`src/rtl/usbfs_endp_tx_pkg.sv`:
```
// usbfs_endp_tx_pkg
// Shared types and sizing helpers for the USB full-speed endpoint blocks.
//   endp_tx_state_e : IN-endpoint adapter FSM states
//   nbytes_w()      : width needed to hold a packet length 0..max_pkt
//   idx_w()         : width of a byte index 0..max_pkt-1
package usbfs_endp_tx_pkg;

  typedef enum logic [1:0] {
    ST_FILL  = 2'd0,
    ST_LOAD  = 2'd1,
    ST_ARMED = 2'd2
  } endp_tx_state_e;

  function automatic int nbytes_w(input int max_pkt);
    return $clog2(max_pkt + 1);
  endfunction

  function automatic int idx_w(input int max_pkt);
    return $clog2(max_pkt);
  endfunction

endpackage

```
`src/rtl/usbfs_endp_tx_fifo.sv`:
```
// usbfs_endp_tx_fifo
// Generic synchronous FIFO with first-word-fall-through read data.
//   clk, rst_n : clock, asynchronous active-low reset (control state only)
//   push/wdata : write side; a push while full is ignored
//   pop/rdata  : read side; rdata is the current head, pop while empty ignored
//   count      : number of stored entries (0..DEPTH)
//   full       : count == DEPTH
// FLOPS_NOT_MEM=1 builds the storage from resettable flops, otherwise a plain
// memory array that a synthesis tool may map to RAM.
module usbfs_endp_tx_fifo #(
  parameter int WIDTH = 8,
  parameter int DEPTH = 8,
  parameter bit FLOPS_NOT_MEM = 1'b0,
  localparam int PTR_W = $clog2(DEPTH),
  localparam int CNT_W = $clog2(DEPTH + 1)
) (
  input  logic             clk,
  input  logic             rst_n,
  input  logic             push,
  input  logic [WIDTH-1:0] wdata,
  input  logic             pop,
  output logic [WIDTH-1:0] rdata,
  output logic [CNT_W-1:0] count,
  output logic             full
);

  logic [WIDTH-1:0] mem [DEPTH];
  logic [PTR_W-1:0] wr_ptr;
  logic [PTR_W-1:0] rd_ptr;
  logic             do_push;
  logic             do_pop;

  assign full    = (count == CNT_W'(DEPTH));
  assign do_push = push && !full;
  assign do_pop  = pop && (count != '0);
  assign rdata   = mem[rd_ptr];

  always_ff @(posedge clk or negedge rst_n) begin
    if (!rst_n) begin
      wr_ptr <= '0;
      rd_ptr <= '0;
      count  <= '0;
    end else begin
      if (do_push) wr_ptr <= wr_ptr + PTR_W'(1);
      if (do_pop)  rd_ptr <= rd_ptr + PTR_W'(1);
      count <= count + CNT_W'(do_push) - CNT_W'(do_pop);
    end
  end

  generate
    if (FLOPS_NOT_MEM) begin : g_flops
      always_ff @(posedge clk or negedge rst_n) begin
        if (!rst_n) begin
          for (int i = 0; i < DEPTH; i++) mem[i] <= '0;
        end else if (do_push) begin
          mem[wr_ptr] <= wdata;
        end
      end
    end else begin : g_mem
      always_ff @(posedge clk) begin
        if (do_push) mem[wr_ptr] <= wdata;
      end
    end
  endgenerate

endmodule

```
`src/rtl/usbfs_endp_tx.sv`:
```
// usbfs_endp_tx
// Device-to-host (IN) endpoint adapter. Buffers an upstream byte stream in a
// MAX_PKT-deep FIFO, frames it into full packets or short packets after an
// idle timeout, copies each packet into the transactor buffer and holds it
// armed until the transactor reports delivery.
//   i_clk, i_rst_n   : clock, asynchronous active-low reset
//   i_valid, i_data  : upstream byte stream; o_ready = FIFO not full
//   o_etValid        : packet armed in the transactor buffer
//   i_etReady        : transactor delivered the packet (host ACK)
//   o_etStall        : endpoint halt, never asserted
//   o_etWrEn/Idx/Byte: byte write strobe into the transactor buffer
//   o_etWrNBytes     : packet length, stable while o_etValid=1
module usbfs_endp_tx
  import usbfs_endp_tx_pkg::*;
#(
  parameter int MAX_PKT      = 8,
  parameter int FLUSH_CYCLES = 1024,
  localparam int NBYTES_W = nbytes_w(MAX_PKT),
  localparam int IDX_W    = idx_w(MAX_PKT),
  localparam int FLUSH_W  = $clog2(FLUSH_CYCLES)
) (
  input  logic                i_clk,
  input  logic                i_rst_n,
  input  logic                i_valid,
  input  logic [7:0]          i_data,
  output logic                o_ready,
  output logic                o_etValid,
  input  logic                i_etReady,
  output logic                o_etStall,
  output logic                o_etWrEn,
  output logic [IDX_W-1:0]    o_etWrIdx,
  output logic [7:0]          o_etWrByte,
  output logic [NBYTES_W-1:0] o_etWrNBytes
);

  endp_tx_state_e      state;
  endp_tx_state_e      state_nxt;
  logic [FLUSH_W-1:0]  flush_cnt;
  logic [NBYTES_W-1:0] wr_idx;
  logic [NBYTES_W-1:0] nbytes;
  logic [NBYTES_W-1:0] fifo_count;
  logic                fifo_full;
  logic                push;
  logic                wr_en;
  logic                load_start;
  logic                full_pkt;
  logic                flush_due;

  usbfs_endp_tx_fifo #(
    .WIDTH        (8),
    .DEPTH        (MAX_PKT),
    .FLOPS_NOT_MEM(1'b0)
  ) u_fifo (
    .clk  (i_clk),
    .rst_n(i_rst_n),
    .push (i_valid),
    .wdata(i_data),
    .pop  (wr_en),
    .rdata(o_etWrByte),
    .count(fifo_count),
    .full (fifo_full)
  );

  assign o_ready   = !fifo_full;
  assign push      = i_valid && o_ready;
  assign full_pkt  = (fifo_count == NBYTES_W'(MAX_PKT));
  // Short packets only when something is buffered: never a zero-length packet.
  assign flush_due = (fifo_count != '0) && (flush_cnt == FLUSH_W'(FLUSH_CYCLES - 1));

  always_comb begin
    state_nxt  = state;
    wr_en      = 1'b0;
    load_start = 1'b0;
    unique case (state)
      ST_FILL: begin
        if (full_pkt || flush_due) begin
          state_nxt  = ST_LOAD;
          load_start = 1'b1;
        end
      end
      ST_LOAD: begin
        // One cycle after the last write the index equals the length.
        if (wr_idx == nbytes) state_nxt = ST_ARMED;
        else                  wr_en     = 1'b1;
      end
      ST_ARMED: begin
        if (i_etReady) state_nxt = ST_FILL;
      end
      default: state_nxt = ST_FILL;
    endcase
  end

  always_ff @(posedge i_clk or negedge i_rst_n) begin
    if (!i_rst_n) begin
      state     <= ST_FILL;
      flush_cnt <= '0;
      wr_idx    <= '0;
      nbytes    <= '0;
    end else begin
      state <= state_nxt;

      if (push || (state != ST_FILL) || (fifo_count == '0))
        flush_cnt <= '0;
      else if (flush_cnt != FLUSH_W'(FLUSH_CYCLES - 1))
        flush_cnt <= flush_cnt + FLUSH_W'(1);

      // Snapshot uses the pre-push count; a same-cycle push joins the next packet.
      if (load_start) begin
        nbytes <= fifo_count;
        wr_idx <= '0;
      end else if (wr_en) begin
        wr_idx <= wr_idx + NBYTES_W'(1);
      end
    end
  end

  assign o_etValid    = (state == ST_ARMED);
  assign o_etStall    = 1'b0;
  assign o_etWrEn     = wr_en;
  assign o_etWrIdx    = wr_idx[IDX_W-1:0];
  assign o_etWrNBytes = nbytes;

endmodule

```
`config.mk`:
```
export PLATFORM = sky130hd
export DESIGN_NAME = usbfs_endp_tx
export DESIGN_NICKNAME = d
export VERILOG_FILES = /design/src/rtl/usbfs_endp_tx_pkg.sv /design/src/rtl/usbfs_endp_tx_fifo.sv /design/src/rtl/usbfs_endp_tx.sv
export SDC_FILE = /design/constraint.sdc
export NUM_CORES = 1
export LEC_CHECK = 0
export ABC_CLOCK_PERIOD_IN_PS = 3000
export BUFFER_PORTS_ARGS = -buffer_cell sky130_fd_sc_hd__buf_2
export CORE_ASPECT_RATIO = 0.8
export CORE_MARGIN = 2
export CORE_UTILIZATION = 59
export DETAILED_ROUTE_END_ITERATION = 7
export GPL_ROUTABILITY_DRIVEN = 1
export GPL_TIMING_DRIVEN = 0
export PLACE_DENSITY = 0.82
export SETUP_SLACK_MARGIN = 0.4
export SLEW_MARGIN = 20
export SYNTH_ARGS = -nofsm -noshare
export SYNTH_HDL_FRONTEND = slang
export SYNTH_SLANG_ARGS = --single-unit
```
`constraint.sdc`:
```
create_clock -name i_clk -period 3 [get_ports i_clk]
set_clock_uncertainty 0.15 [all_clocks]
set_input_delay 0.9 -clock i_clk [delete_from_list [all_inputs] [get_ports i_clk]]
set_output_delay 0.9 -clock i_clk [all_outputs]
set_load 0.01 [all_outputs]
```
==> impl_metrics.tcl, run 1 <==
set metrics [dict create \
    hold_buffers 0 \
    ant_nets 0 \
    power_switching_share_pct 31.5 \
    fp.dieH_um 78.1 \
    die-area_um2 7550 \
    arrival_ns 1.97 \
    htreeDepth 3 \
    synth_fa_ha_area_share_pct 3.58 \
    pwr-share-seq_pct 39.4 \
    synthXorXnorAreaFrac_pct 2.81 \
    synth_top_area_share_pct 47.5 \
    hold_slack_ns 0.376 \
    path_buf_inv 3 \
    clockBufferDepth 2 \
    r2r_slack_ns 0.49 \
    wl_per_cell_um 19.1 \
    rsz0062_at_grt "true" \
    start_util_pct 62.2 \
    max-vdd-ir-drop_mv 0.632 \
    fillers 400 \
    antenna_found_initial 0 \
    synth_simple_gate_area_share_pct 8.19 \
    n_antenna_cell 0 \
    hold_class "reg2reg" \
    worst_path_max_delay_cell "mux4_2" \
    worst_ep_required_time_ns 1.95 \
    critPathTopFamily "multiplexers" \
    netlist_instances 250 \
    violations "negative setup slack" \
    seqCellArea_um2 2680 \
    cts_tree "done" \
    row_count 26 \
    ys_ff_latch 94 \
    tightestPinTransition_ns 0.819 \
    synth_cell_type_count 43 \
    gp_congestion 0.729 \
    clockPowerShare_pct 20.5 \
    crit_fanout 5 \
    wl_mm 7.41 \
    drc_errors 0 \
    max-cap-violations 0 \
    grt_pass1_wl_mm 11.6 \
    status "finished, violations left" \
    path_cells "buf_8 -> buf_12 -> mux4_2 -> mux2_4 -> buf_6" \
    min_period_over_period_pct 101 \
    crit_end "o_etWrByte[1]" \
    synth_edf_count 64 \
    setup_viol 4 \
    io_pins 31 \
    drt_first_pass_iters 4 \
    netlist_area_um2 4050 \
    clk_latency_ns 0.36 \
    syn_nets 273 \
    synth_mux_area_share_pct 13.3 \
    p_comb_share_pct 40.1 \
    die_w_um 96.6 \
    worst-setup-path-type "reg2out" \
    fmax_mhz 331 \
    areaGrowthSynthToFinish_pct 18.2 \
    dp_hpwl_mm 4.56 \
    setup_slack_ns -0.0247 \
    critPathLaunchType "register" \
    numCtsBuffers 9 \
    post-synth-top-area-cell "edfxtp_1" \
    overflow 0 \
    synthArstFlopShare_pct 31.9 \
    leakagePower_nw 1.85 \
    rr_worst_depth 10 \
    final_cells 387 \
    regToRegStartpoint "wr_idx[0]" \
    slowest_delay_ns 0.52 \
    crit_start "u_fifo.rd_ptr[0]" \
    port-buffer-count 29 \
    cp.depth 5 \
    grt_pass1_vias 2188 \
    p_int_mw 3.28 \
    maxSlewHeadroom_pct 45.1 \
    synth_top_family_by_area "multiplexers" \
    hold_viol 0 \
    placedCellCount 363 \
    yosysSeqAreaShare_pct 66.0 \
    num_vias 2242 \
    synth_compound_area_share_pct 3.12 \
    power_switching_mw 1.51 \
    ys_warn_count 0 \
    root_buffer "clkbuf_8" \
    rr_endpoint "u_fifo.count[1]" \
    grt_use_total_pct 20.7 \
    finalNetCount 321 \
    synth-main-ff-cell "edfxtp_1" \
    grt_start_max_net_pins 31 \
    slew_violations 0 \
    vias_per_cell 5.79 \
    min_period_ns 3.02 \
    drtIter0Drc 184 \
    drive_gt1_share_pct 39.3 \
    end_kind "output port" \
    clkTransAtPathRegs_ns 0.09 \
    p_per_area_nw_per_um2 1000 \
    multi_input_area_um2 1320 \
    synthTopCellsByArea "edfxtp_1 47%, dfrtp_1 19%, mux4_2 8.9%" \
    synth_common_cells "64 x edfxtp_1, 30 x dfrtp_1, 16 x mux4_2, 14 x mux2_2, 14 x nor2_1" \
    yosysMostFrequentCell "edfxtp_1" \
    coreArea_um2 6510 \
    cts.sinks 94 \
    avgSynthCellArea_um2 16.2 \
]
-- state kept, by name, summed over array words and instances, names as in the netlist --
name and cells:
state 2, u_fifo.rd_ptr 3, o_etWrNBytes 4, u_fifo.wr_ptr 3
u_fifo.mem 64, wr_idx 4, u_fifo.count 4, flush_cnt 10
-- layout make-up --
cell class                 instances  area share (%)
buffer                            12            2.38
clock buffer                       9            2.59
clock inverter                     7            2.51
inverter                          11           0.863
multi-input combinational        133            27.5
sequential                        94            55.9
tap                               84            2.20
timing repair buffer              37            6.04
-- worst min-delay path by stage --
| stage | slack, ns | cells past startpoint | from | to |
|---|---|---|---|---|
| floorplan | 0.33 | 1 | u_fifo.count[2] | o_etWrNBytes[2] |
| global placement | 0.34 | 1 | u_fifo.count[2] | o_etWrNBytes[2] |
| detailed placement | 0.36 | 1 | u_fifo.count[2] | o_etWrNBytes[2] |
| CTS | 0.38 | 1 | u_fifo.wr_ptr[0] | u_fifo.wr_ptr[0] |
| global route | 0.40 | 1 | u_fifo.wr_ptr[0] | u_fifo.wr_ptr[0] |
| finish | 0.38 | 1 | u_fifo.wr_ptr[0] | u_fifo.wr_ptr[0] |
-- routing by layer --
metal,up-vias,wire (um),GRT usage (%)
li1,1043,-,-
met1,1133,3370,29.5
met2,62,3650,31.5
met3,4,325,6.06
met4,0,64,6.48
met5,-,0,0
-- power by group through the flow --
stage          registers, mW  logic (mW)  clock network (mW)
2_1_floorplan           1.85        1.13                   0
3_3_place_gp            1.87        1.50                   0
3_5_place_dp            1.89        1.55                   0
4_1_cts                 1.87        1.86               0.985
5_1_grt                 1.92        2.10                1.04
6_report                1.89        1.92               0.981
-- logic make-up after synthesis --
family / Yosys count
DFF: 94
and+or+nand+nor: 57
xor gates and xnor gates: 13
adders and majority gates: 11
muxes: 32
AOI/OAI and AO/OA: 19
other: 1
buffers and inverters: 23
-- placed cells by master (no fill, tap or decap), drive strengths merged, types with 2 or more instances in the layout --
cell     n
and4     2
ha      10
nor2    14
a211oi   2
or3      3
o21ai    3
mux4    16
or4      2
nand3    3
clkbuf  11
a21oi    9
nand2    7
mux2    14
nor2b    2
buf     47
or3b     2
nand2b   4
dfrtp   30
mux2i    2
xnor2    9
bufinv   3
xor2     4
edfxtp  64
nor3     5
and3     7
clkinv   2
inv     12
nand4    3
-- per-stage QoR --
stage               cell area [um2]  TNS, ns  worst slack, ns  power [mW]  utilization (%)
finish                         4790  -0.0305          -0.0247        4.79             73.6
floorplan                      4060        0            0.470        2.98                -
CTS                            4730        0          0.00486        4.72             72.8
detailed placement             4320  -0.0285          -0.0187        3.44             66.4
global route                   4790   -0.480          -0.0759        5.05             73.6
global placement               4310    -1.23           -0.154        3.37             66.3
-- timing repair --
item / CTS / global route
endpoints found under the setup margin: 47 / 29
gates resized for setup: 25 / 12
hold endpoints to repair: 0 / 0
cloned: 1 / 0
pin swaps: 1 / 3
buffers inserted: 5 / 2
Note: power is estimated with default switching activity, not from simulation.
==> inputs of run 2 (changes only) <==
--- a/config.mk
+++ b/config.mk
@@ -15,6 +15,7 @@
 export GPL_TIMING_DRIVEN = 0
 export PLACE_DENSITY = 0.82
 export SETUP_SLACK_MARGIN = 0.4
+export SKIP_LAST_GASP = 1
 export SLEW_MARGIN = 20
 export SYNTH_ARGS = -nofsm -noshare
 export SYNTH_HDL_FRONTEND = slang
==> impl_metrics.tcl, run 2 (same netlist as run 1, synthesis figures left out) <==
set metrics [dict create \
    status "finished, violations left" \
    end_kind "output port" \
    final_cells 387 \
    top_register "u_fifo.mem" \
    final_common_cell "edfxtp_1" \
    slew_violations 0 \
    port-buffer-count 29 \
    largest_reg_flops 64 \
    num_vias 2225 \
    die_w_um 96.6 \
    leakagePower_nw 1.85 \
    multi_input_area_um2 1310 \
    io_pins 31 \
    place_ws_ns -0.0187 \
    slowest_delay_ns 0.52 \
    finalNetCount 321 \
    fin_util_pct 73.4 \
    path_cells "buf_8 -> buf_12 -> mux4_2 -> mux2_4 -> buf_6" \
    die-area_um2 7550 \
    antenna_found_initial 0 \
    clockBufferDepth 2 \
    hold_class "reg2reg" \
    root_buffer "clkbuf_8" \
    placedCellCount 363 \
    drt_first_pass_iters 4 \
    start_util_pct 62.2 \
    fp.dieH_um 78.1 \
    violations "negative setup slack" \
    clkTransAtPathRegs_ns 0.09 \
    cts_tree "done" \
    ant_nets 0 \
    fillers 400 \
    areaGrowthSynthToFinish_pct 17.9 \
    cts.sinks 94 \
    setup_slack_ns -0.0117 \
    coreArea_um2 6510 \
    rsz0062_at_grt "true" \
    dpl_cell_area_um2 4320 \
    vias_per_cell 5.75 \
    clk_latency_ns 0.35 \
    r2r_slack_ns 0.53 \
    hold_viol 0 \
    min_period_ns 3.01 \
    final_cell_mix "64 x edfxtp_1, 28 x dfrtp_1, 21 x buf_2, 16 x mux4_2, 13 x buf_6" \
    drc_errors 0 \
    reg_top3 "u_fifo.mem x64, flush_cnt x10" \
    fmax_mhz 332 \
    worst_ep_required_time_ns 1.95 \
    n_antenna_cell 0 \
    worst-setup-path-type "reg2out" \
    grt_use_total_pct 20.7 \
    tightestPinTransition_ns 0.808 \
    fin_setup_tns_ns -0.0117 \
    min_period_over_period_pct 100 \
    maxSlewHeadroom_pct 45.9 \
    overflow 0 \
    drive_gt1_share_pct 38.3 \
    row_count 26 \
    numCtsBuffers 9 \
    grt_start_max_net_pins 31 \
    wl_mm 7.21 \
    gp_congestion 0.729 \
    worst_path_max_delay_cell "mux4_2" \
    seqCellArea_um2 2680 \
    dp_hpwl_mm 4.56 \
    grt_pass1_vias 2188 \
    setup_viol 1 \
    crit_fanout 5 \
    hold_slack_ns 0.375 \
    p_per_area_nw_per_um2 995 \
    grt_pass1_wl_mm 11.6 \
    max-vdd-ir-drop_mv 0.595 \
    wl_per_cell_um 18.6 \
    arrival_ns 1.96 \
    critPathLaunchType "register" \
    max-cap-violations 0 \
    power_mw 4.75 \
    stdcell_area_um2 4770 \
    drtIter0Drc 174 \
    htreeDepth 3 \
]
==> run 2: power by group <==
group          total [mW]  switching, mW  internal, mW
sequential           1.88          0.197          1.68
clock               0.976          0.420         0.556
combinational        1.90          0.863          1.03
==> run 2: what timing repair did <==
action,CTS,global route
cloned,1,0
hold buffers,0,0
buffers inserted,5,2
pin swaps,1,1
resized for setup,25,9
endpoints found under the setup margin,47,29
==> run 2: layout make-up <==
| class | instances | share of cell area, % |
|---|---|---|
| Buffer | 12 | 2.39 |
| Clock buffer | 9 | 2.60 |
| Clock inverter | 7 | 2.52 |
| Inverter | 11 | 0.865 |
| Multi-Input combinational cell | 133 | 27.3 |
| Sequential cell | 94 | 56.0 |
| Tap cell | 84 | 2.20 |
| Timing Repair Buffer | 37 | 6.06 |
==> run 2: worst paths after layout <==
check | startpoint | end | cells past startpoint
min reg2reg | u_fifo.wr_ptr[0] | u_fifo.wr_ptr[0] | 1
min | u_fifo.wr_ptr[0] | u_fifo.wr_ptr[0] | 1
min in group asynchronous | i_rst_n | flush_cnt[5] | 1
max reg2reg | wr_idx[2] | u_fifo.count[2] | 10
max | u_fifo.rd_ptr[0] | o_etWrByte[1] | 5
max in group asynchronous | i_rst_n | wr_idx[0] | 1
==> run 2: per-layer routing <==
layer | GRT usage, % | vias up | routed length (um)
li1 | - | 1044 | -
met5 | 0 | - | 0
met2 | 31.5 | 64 | 3520
met1 | 29.5 | 1113 | 3250
met3 | 6.06 | 4 | 374
met4 | 6.48 | 0 | 64
==> run 2: worst max-delay path, delay by kind of cell, from the launching register on <==
kind | cells | cell delay, ns
muxes | 2 | 0.80
DFF | 1 | 0.41
buffers and inverters | 3 | 0.40
==> inputs of run 3 (changes only) <==
--- a/config.mk
+++ b/config.mk
@@ -5,15 +5,15 @@
 export SDC_FILE = /design/constraint.sdc
 export NUM_CORES = 1
 export LEC_CHECK = 0
-export ABC_CLOCK_PERIOD_IN_PS = 3000
-export BUFFER_PORTS_ARGS = -buffer_cell sky130_fd_sc_hd__buf_2
+export ABC_CLOCK_PERIOD_IN_PS = 3350
 export CORE_ASPECT_RATIO = 0.8
 export CORE_MARGIN = 2
-export CORE_UTILIZATION = 59
+export CORE_UTILIZATION = 61
 export DETAILED_ROUTE_END_ITERATION = 7
+export DONT_BUFFER_PORTS = 1
 export GPL_ROUTABILITY_DRIVEN = 1
 export GPL_TIMING_DRIVEN = 0
-export PLACE_DENSITY = 0.82
+export PLACE_DENSITY = 0.81
 export SETUP_SLACK_MARGIN = 0.4
 export SKIP_LAST_GASP = 1
 export SLEW_MARGIN = 20
==> constraint.sdc (replaced) <==
create_clock -name i_clk -period 3.35 [get_ports i_clk]
set_clock_uncertainty 0.15 [all_clocks]
set_input_delay 1.005 -clock i_clk [delete_from_list [all_inputs] [get_ports i_clk]]
set_output_delay 1.005 -clock i_clk [all_outputs]
set_load 0.005 [all_outputs]
==> impl_metrics.tcl, run 3 (same netlist as run 1, synthesis figures left out) <==
set metrics [dict create \
    status "completed" \
    final_common_cell "edfxtp_1" \
    grt_pass1_wl_mm 12.3 \
    min_period_over_period_pct 88.5 \
    worst-setup-path-type "reg2out" \
    dp_hpwl_mm 4.81 \
    hold_class "in2async" \
    reg_top3 "u_fifo.mem x64, flush_cnt x10" \
    max-cap-violations 0 \
    coreArea_um2 6410 \
    fmax_mhz 337 \
    crit_fanout 7 \
    vias_per_cell 6.17 \
    path_cells "buf_8 -> buf_12 -> mux4_2 -> mux2_4" \
    hold_buffers 0 \
    slowest_delay_ns 0.51 \
    drive_gt1_share_pct 25.9 \
    rsz0062_at_grt "true" \
    maxSlewHeadroom_pct 36.6 \
    grt_pass1_vias 2247 \
    wl_per_cell_um 21.6 \
    drc_errors 0 \
    wl_mm 7.66 \
    fin_setup_tns_ns 0 \
    clkTransAtPathRegs_ns 0.09 \
    end_kind "output port" \
    min_period_ns 2.96 \
    worst_path_max_delay_cell "mux4_2" \
    crit_start "u_fifo.rd_ptr[0]" \
    clk_latency_ns 0.35 \
    die-area_um2 7310 \
    hold_viol 0 \
    root_buffer "clkbuf_8" \
    cts_tree "done" \
    slew_violations 0 \
    numCtsBuffers 9 \
    overflow 0 \
    final_cells 354 \
    path_buf_inv 2 \
    setup_viol 0 \
    placedCellCount 334 \
    num_vias 2184 \
    top_register "u_fifo.mem" \
    final_cell_mix "64 x edfxtp_1, 30 x dfrtp_1, 16 x mux4_2, 14 x nor2_1, 12 x clkbuf_8" \
    worst_ep_required_time_ns 2.19 \
    regToRegStartpoint "u_fifo.count[2]" \
    die_w_um 95.1 \
    wl_met1_mm 3.21 \
    start_util_pct 63.2 \
    critPathTopFamily "multiplexers" \
    max-vdd-ir-drop_mv 0.415 \
    fp.dieH_um 76.9 \
    clockBufferDepth 2 \
    htreeDepth 3 \
    leakagePower_nw 1.69 \
    grt_use_total_pct 23.6 \
    grt_start_max_net_pins 31 \
    cts.sinks 94 \
    gp_congestion 0.747 \
    largest_reg_flops 64 \
    n_antenna_cell 0 \
    finalNetCount 288 \
    wl_met3_um 464 \
    port-buffer-count 0 \
    drt_first_pass_iters 4 \
    antenna_found_initial 0 \
    row_count 26 \
    critPathLaunchType "register" \
    tightestPinTransition_ns 0.947 \
    areaGrowthSynthToFinish_pct 10.8 \
    arrival_ns 1.81 \
    ant_nets 0 \
    p_per_area_nw_per_um2 851 \
    highest_layer "met4" \
    dr_wl_met2_mm 3.83 \
    io_pins 31 \
    drtIter0Drc 170 \
]
==> run 3: timing repair <==
action	CTS	global route
gates cloned	0	1
buffers inserted	2	1
endpoints found under the setup margin	8	8
gates resized for setup	12	5
==> run 3: power breakdown <==
part	total (mW)	internal (mW)	leakage [nW]	switching [mW]
Sequential	1.69	1.50	0.964	0.183
Combinational	1.38	0.734	0.627	0.645
Clock	0.752	0.387	0.104	0.365
Total	3.82	2.63	1.69	1.19
==> run 3: per-stage QoR <==
stage / util, % / setup WS (ns) / instance area (um2) / hold WS [ns] / power, mW
floorplan: - / 0.522 / 4050 / 0.329 / 2.60
global placement: 64.8 / 0.149 / 4160 / 0.349 / 2.82
detailed placement: 65.0 / 0.0919 / 4170 / 0.361 / 2.91
CTS: 69.2 / 0.372 / 4430 / 0.176 / 3.75
global route: 70.0 / 0.324 / 4490 / 0.159 / 4.04
finish: 70.0 / 0.387 / 4490 / 0.183 / 3.82
==> run 3: final timing paths <==
kind	endpoint	slack, ns	cells past startpoint
worst max-delay path	o_etWrByte[1]	0.39	4
worst max register to register	u_fifo.mem[4][0]	0.63	7
worst min-delay path	flush_cnt[7]	0.18	0
worst min register to register	u_fifo.wr_ptr[0]	0.38	1
max in group asynchronous	u_fifo.wr_ptr[1]	2.78	0
min in group i_clk	u_fifo.wr_ptr[0]	0.38	1
==> run 3: cell type report <==
class                           count  area [um2]
Buffer                             12         116
Sequential cell                    94        2670
Clock inverter                      3        43.8
Inverter                           11        41.3
Clock buffer                       13         159
Multi-Input combinational cell    133        1290
Timing Repair Buffer                4        60.1
Fill cell                         371        1920
Tap cell                           84         105
==> run 3: per-layer routing <==
metal  track usage, %  vias up
li1                 -      966
met5                0        -
met2             35.6       78
met4             9.57        0
met1             32.4     1125
met3             7.17       15
==> run 3: worst register-to-register path, stage by stage, from the launching register on <==
cell and delay (ns):
dfrtp_1 0.36, inv_1 0.09, ha_1 0.19, or3b_4 0.27
and2_4 0.15, buf_6 0.12, or2b_1 0.28, nor2_1 0.73
